[src/rtl/pattern_detector.sv]
// Runtime-programmable serial bit-pattern detector with overlap control,
// a qualified input strobe and a saturating match counter.
module pattern_detector #(
  parameter int unsigned MAX_LEN = 8,
  parameter int unsigned CNT_W   = 8,
  localparam int unsigned LEN_W  = $clog2(MAX_LEN + 1)
) (
  input  logic               clock,
  input  logic               resetn,
  input  logic               cfg_load,
  input  logic [MAX_LEN-1:0] cfg_pattern,
  input  logic [LEN_W-1:0]   cfg_len,
  input  logic               cfg_overlap,
  input  logic               in_valid,
  input  logic               in_bit,
  output logic               match,
  output logic [CNT_W-1:0]   match_count,
  output logic [LEN_W-1:0]   fill,
  output logic [1:0]         state,
  output logic               cfg_err
);

  typedef enum logic [1:0] {
    StIdle   = 2'b00,
    StArmed  = 2'b01,
    StDetect = 2'b10
  } state_e;

  state_e             state_q;
  logic [MAX_LEN-1:0] history_q;
  logic [MAX_LEN-1:0] pattern_q;
  logic [LEN_W-1:0]   len_q;
  logic [LEN_W-1:0]   fill_q;
  logic               overlap_q;
  logic               match_q;
  logic [CNT_W-1:0]   count_q;
  logic               err_q;

  logic [MAX_LEN-1:0] history_nxt;
  logic [MAX_LEN-1:0] len_mask;
  logic [LEN_W-1:0]   fill_nxt;
  logic               full_nxt;
  logic               hit;
  logic               cfg_bad;

  // Match is judged on the post-shift history so the pulse lines up with the
  // edge that accepts the final bit.
  always_comb begin
    history_nxt = {history_q[MAX_LEN-2:0], in_bit};
    fill_nxt    = (fill_q >= len_q) ? len_q : fill_q + LEN_W'(1);
    len_mask    = '0;
    for (int i = 0; i < int'(MAX_LEN); i++) begin
      len_mask[i] = (i < int'(len_q));
    end
    full_nxt = (fill_nxt == len_q);
    hit      = full_nxt && ((history_nxt & len_mask) == (pattern_q & len_mask));
    cfg_bad  = (cfg_len == '0) || (32'(cfg_len) > MAX_LEN);
  end

  always_ff @(posedge clock) begin
    if (!resetn) begin
      state_q   <= StIdle;
      history_q <= '0;
      pattern_q <= '0;
      len_q     <= '0;
      fill_q    <= '0;
      overlap_q <= 1'b0;
      match_q   <= 1'b0;
      count_q   <= '0;
      err_q     <= 1'b0;
    end else begin
      match_q <= 1'b0;
      if (cfg_load) begin
        if (cfg_bad) begin
          err_q   <= 1'b1;
          state_q <= StIdle;
        end else begin
          pattern_q <= cfg_pattern;
          len_q     <= cfg_len;
          overlap_q <= cfg_overlap;
          err_q     <= 1'b0;
          history_q <= '0;
          fill_q    <= '0;
          count_q   <= '0;
          state_q   <= StArmed;
        end
      end else begin
        case (state_q)
          StIdle: ;
          StArmed, StDetect: begin
            if (in_valid) begin
              history_q <= history_nxt;
              if (hit) begin
                match_q <= 1'b1;
                if (count_q != '1) count_q <= count_q + CNT_W'(1);
              end
              // Non-overlap restarts the fill so the next match needs len fresh bits.
              if (hit && !overlap_q) begin
                fill_q  <= '0;
                state_q <= StArmed;
              end else begin
                fill_q <= fill_nxt;
                if (full_nxt) state_q <= StDetect;
              end
            end
          end
          default: state_q <= StIdle;
        endcase
      end
    end
  end

  assign match       = match_q;
  assign match_count = count_q;
  assign fill        = fill_q;
  assign state       = state_q;
  assign cfg_err     = err_q;

endmodule

[config.mk]
export PLATFORM = sky130hd
export DESIGN_NAME = pattern_detector
export DESIGN_NICKNAME = d
export VERILOG_FILES = /design/src/rtl/pattern_detector.sv
export SDC_FILE = /design/constraint.sdc
export NUM_CORES = 1
export LEC_CHECK = 0
export CORE_AREA = 3 3 69 71
export DETAILED_ROUTE_END_ITERATION = 10
export DIE_AREA = 0 0 72 74
export PLACE_DENSITY_LB_ADDON = 0.12
export SKIP_LAST_GASP = 1
export SLEW_MARGIN = 10
export SYNTH_ARGS = -nofsm -noshare
export SYNTH_HDL_FRONTEND = slang
export SYNTH_SLANG_ARGS = --single-unit
[constraint.sdc]
create_clock -name clock -period 1.8 [get_ports clock]
set_input_delay 0.18 -clock clock [delete_from_list [all_inputs] [get_ports clock]]
set_output_delay 0.18 -clock clock [all_outputs]
set_load 0.02 [all_outputs]
# Yosys cells after proc, flatten, opt, wreduce, memory -nomap -nowiden
# Cells that the tools add are included.
# totals
input_bits	18
out_inout_bits	16
word_cells	75
ff_bits	36
# op_classes
n_bitwise	6
mux	23
n_lt_le_gt_ge	10
eq_ne	9
reduce_logical	16
n_addsub	2
# op_table
op	count
two-way mux 8 bit	6
two-way mux 4 bit	6
two-way mux 7 bit	3
bitwise AND 8 bit	2
< comparator 3 x 4 -> 1 bit, first input constant	4
adder 8 x 1 -> 8 bit, second input constant	1
equality test 8 bit	1
< comparator 1 x 4 -> 1 bit, first input constant	2
< comparator 2 x 4 -> 1 bit, first input constant	2
two-way mux 2 bit	4
inequality test 8 bit, second input constant	1
nonzero test 2 bit	4
AND reduction 3 bit	2
AND reduction 5 bit	1
adder 4 x 1 -> 4 bit, second input constant	1
equality test 4 bit	1
>= comparator 4 bit	1
> comparator 4 bit, second input constant	1
logical NOT 4 bit	1
inequality test 2 bit, second input constant	2
inequality test 4 bit, second input constant	1
NOT 1 bit	4
one-hot mux 2 bit (2 select lines)	1
OR reduction 4 bit	1
other kinds (10)	13

# Depth between registers and ports, before layout
# depth
depth_word	9
depth_mapped	9
depth_no_buf	8

# Worst setup path before layout
# OpenSTA, ideal clock, no wires.
# synth_path
kind	register -> register
from	register fill_q[0], in the netlist fill[0]
to	register count_q[7], in the netlist match_count[7]
t_arrival_ns	2.062
slack_ns	-0.333
period_less_slack_ns	2.133
path_stages_with_launch	8
setup_time_ns	0.070
path_buffers	0
cell_sequence	dfxtp_1 ha_1 xor2_1 xnor2_1 and4_1 o211ai_2 or4_1 a21oi_1
# synth_between
elab_chain_cells	6
elab_cells_between_ends	7
# synth_lines
element	line_no	text
start: declaration	33	logic [LEN_W-1:0] fill_q;
start signal: assignment	102	fill_q <= fill_nxt;
adder 4 x 1 -> 4 bit or >= comparator 4 bit (tied branches)	50	fill_nxt = (fill_q >= len_q) ? len_q : fill_q + LEN_W'(1);
two-way mux 4 bit *	50	
equality test 4 bit *	55	full_nxt = (fill_nxt == len_q);
logical AND 1 bit *	56	hit = full_nxt && ((history_nxt & len_mask) == (pattern_q & len_mask));
nonzero test 2 bit (no source line) *	-	
AND reduction 5 bit (no source line) *	-	
end signal: assignment	95	if (count_q != '1) count_q <= count_q + CNT_W'(1);
end: declaration	36	logic [CNT_W-1:0] count_q;
# Mark *: on every way between the ends. The rest lies on a longest branch, timed or not.
# A chain may end at the register's enable or synchronous reset.

# Final worst setup path
# Same ends and word-level chain as after synthesis.

==> key figures <==
Synthesis
  – Register area share after synthesis: 35.9%
  – Ys async rst share: 0%
  – Area share of the largest cell type after synthesis: 35.9%
  – Synth cell types: 44
  – Syn_nets: 255
  – Flops & latches, synth: 36
  – Post-Syn Area: 2010 µm²
  – Synth warn: 0
  – Synth Instances: 230
  – Top_reg_cell synth: dfxtp_1
  – Avg Synthesized Cell Area: 8.73 µm²
  – Yosys top cell by area: dfxtp_1
  – Post-synth EDFFs: 0
  – Synth top area cells: dfxtp_1 (36%), mux2i_1 (6.5%), nor2b_1 (5.9%)

Global route
  – GRT overflow: 0
  – Initial antenna violation count: 0
  – Global-route wire length before repair: 8.42 mm
  – Via count of the first global-routing pass: 1820
  – GRT busiest layer: met2
  – Grt met1 use: 26.4%
  – Grt met3 use: 4.32%
  – Grt met2 use: 32.6%
  – GRT Total Usage: 20.0%
  – Largest net degree at the start of global routing: 29

Clock tree
  – CTS tree: yes
  – Clock sink total: 36
  – H-tree Lvls: 2
  – Inserted Clock Buffers: 5
  – CTS max path bufs: 2
  – Clk slew on worst S/H paths: 80 ps
  – Clk root buf: clkbuf_8
  – Worst-Skew Late Latency: 290 ps
  – Hold-fix buffers, CTS: 0

Worst hold path
  – Hold Path End: cfg_err$_SDFFE_PN0P_
  – Worst hold-check path type: reg -> reg
  – Hold path cells: 2
  – Worst Hold Launch: cfg_err$_SDFFE_PN0P_

STA
  – Part of the cycle the worst path needs: 112%
  – Worst Slack Setup Final: -211 ps
  – Setup Skew: 3.89 ps
  – Worst-margin pin slew: 326 ps
  – RSZ-0062 raised after global routing: yes
  – Slew HR: 78.1%
  – Fmax: 497 MHz
  – Final Hold Fails: 0
  – Final Max Tran Viols: 0
  – Final Setup Violations: 14
  – Final worst path period need: 2010 ps

Power
  – Power per cell area: 627 nW/µm²
  – Leak: 1.19 nW
  – Peak supply drop: 0.512 mV

Final layout
  – Layout cells sized above 1: 34.0%
  – FILL cells: 336
  – # diodes: 0
  – Fin nets: 336
  – Final Core Density: 70.8%
  – Synth-to-Final Area Change: 51.5%
  – Finished Layout Cells: 364

Worst setup path
  – R2r setup slk: -210 ps
  – Startpoint types: flop
  – Reg2reg end: match_count[7]$_SDFFE_PN0P_
  – Worst-path fanout max: 4
  – RR Startpoint: fill[0]$_SDFFE_PN0P_
  – Crit Path Class: reg -> reg
  – Reg2Reg Depth: 9
  – Worst setup EP type: flop
  – WP data arrival: 2180 ps
  – CP Data Required Time: 1970 ps

Drt
  – Post-route ant nets: 0
  – DRC: 0
  – Vias per Instance: 5.44
  – Number of DRC markers in iteration 0: 130
  – Routed Wire Length: 5.14 mm
  – 1st-pass router iterations: 4
  – Wire per inst: 14.1 µm
  – Vias: 1979

Floorplanning
  – DIE AREA: 5330 µm²
  – Chip height: 74 µm
  – Core ar.: 4290 µm²
  – Starting density of the core: 46.8%
  – Die Span X: 72 µm
  – Site row count: 24
  – Io pins: 34

Status
  – Failing checks: negative setup slack
  – Status: finished, violations left

Place
  – GP Congestion: 0.858
  – Dpl cells: 350
  – Port Buffers: 33
  – Post-DP HPWL: 3.59 mm

Job
  – # Max-Cap Violations: 0
worst max-delay path, stage by stage (launching register included):
cell,delay [ps]
dfxtp_4,380
ha_4,140
xor2_1,170
xnor2_1,150
and4_4,270
o211ai_4,100
buf_4,150
buf_6,120
o31ai_1,330
a21oi_2,80
logic make-up (layout without fill, tap and decap cells):
logic type	after synthesis	after routing	share of synthesized area (%)
adder cells (fa/ha/maj)	7	7	4.36
buffers and inverters	22	104	4.86
multiplexers	13	13	6.48
flip-flops	36	36	35.9
XOR/XNOR	14	14	6.11
AO/OA/AOI/OAI	53	53	17.1
AND/OR/NAND/NOR	85	85	25.2
worst max path at each step:
stage / to / slack [ps] / depth (start not counted) / start
after floorplan: match_count[5]$_SDFFE_PN0P_ / -40 / 7 / fill[0]$_SDFFE_PN0P_
after global placement: match_count[5]$_SDFFE_PN0P_ / -250 / 8 / in_bit
after detailed placement: match_count[0]$_SDFFE_PN0P_ / -270 / 8 / cfg_len[0]
after CTS: match_count[5]$_SDFFE_PN0P_ / -170 / 8 / fill[0]$_SDFFE_PN0P_
after global routing: match_count[7]$_SDFFE_PN0P_ / -250 / 9 / fill[0]$_SDFFE_PN0P_
final: match_count[7]$_SDFFE_PN0P_ / -210 / 9 / fill[0]$_SDFFE_PN0P_
per-layer routing:
metal	wire, µm	share of wire [%]	vias to the layer above
li1	-	-	995
met2	2410	47	55
met3	214	4.2	9
met4	78	1.5	0
met5	0	0	-
met1	2430	47	920
Yosys cell counts, types with 6 or more instances:
master and instances:
dfxtp_1 36, nor2b_1 19, a21oi_1 18, mux2i_1 13
nand3_1 13, xnor2_1 12, nand2_1 11, nor2_1 11
inv_1 10, o21ai_1 10, nor3b_1 9, ha_1 7
buf_2 6
where the power goes:
group | switching (mW) | internal, mW
clock | 0.307 | 0.312
sequential | 0.0188 | 0.814
combinational | 0.206 | 0.248
flip-flops by register name, summed over array words and instances, names as in the netlist:
signal / flops
len_q: 4
state: 2
fill: 4
cfg_err: 1
history_q: 7
pattern_q: 8
match: 1
overlap_q: 1
match_count: 8
cell type report:
type | instances | area (µm²) | share of cell area (%)
clock inverters | 1 | 6.26 | 0.206
clock buffers | 7 | 86.3 | 2.84
well taps | 52 | 65.1 | 2.14
repair buffers | 86 | 751 | 24.7
multi-input cells | 172 | 1360 | 44.6
flip-flops and latches | 36 | 739 | 24.3
inverters | 10 | 37.5 | 1.23
placed cells by master (no fill, tap or decap), types with 3 or more instances in the layout:
master and instances:
nand2_1 9, xnor2_1 12, and3_1 3, o21ai_1 5, clkbuf_8 6, buf_4 47, dfxtp_2 6, inv_1 9
buf_6 6, o21ai_2 5, dfxtp_1 27, o31ai_1 4, clkdlybuf4s50_1 33, mux2i_1 13, o211ai_1 3, nor2_1 10
nor3b_1 8, a21oi_2 4, nor2b_1 19, a21oi_1 14, or4_4 3, nand3_1 13, dfxtp_4 3, ha_1 5
metrics by stage:
step                setup TNS, ps  power, mW  hold WS [ps]  instance area, µm²  worst slack (ps)
global placement            -6580       1.21           454                2730              -250
detailed placement          -7780       1.21           461                2730              -275
CTS                         -1630       1.85           476                2900              -171
global route                -2240       1.99           503                3040              -249
finish                      -1350       1.91           487                3040              -211
floorplan                    -147       1.03           343                2040             -44.3
timing repair:
action / CTS / global route
pin swaps: 15 / 13
setup buffers: 2 / 3
endpoints found under the setup margin: 15 / 25
cloned: 1 / 0
gates resized for setup: 11 / 30
No activity file was read; power rests on OpenSTA's default activity.
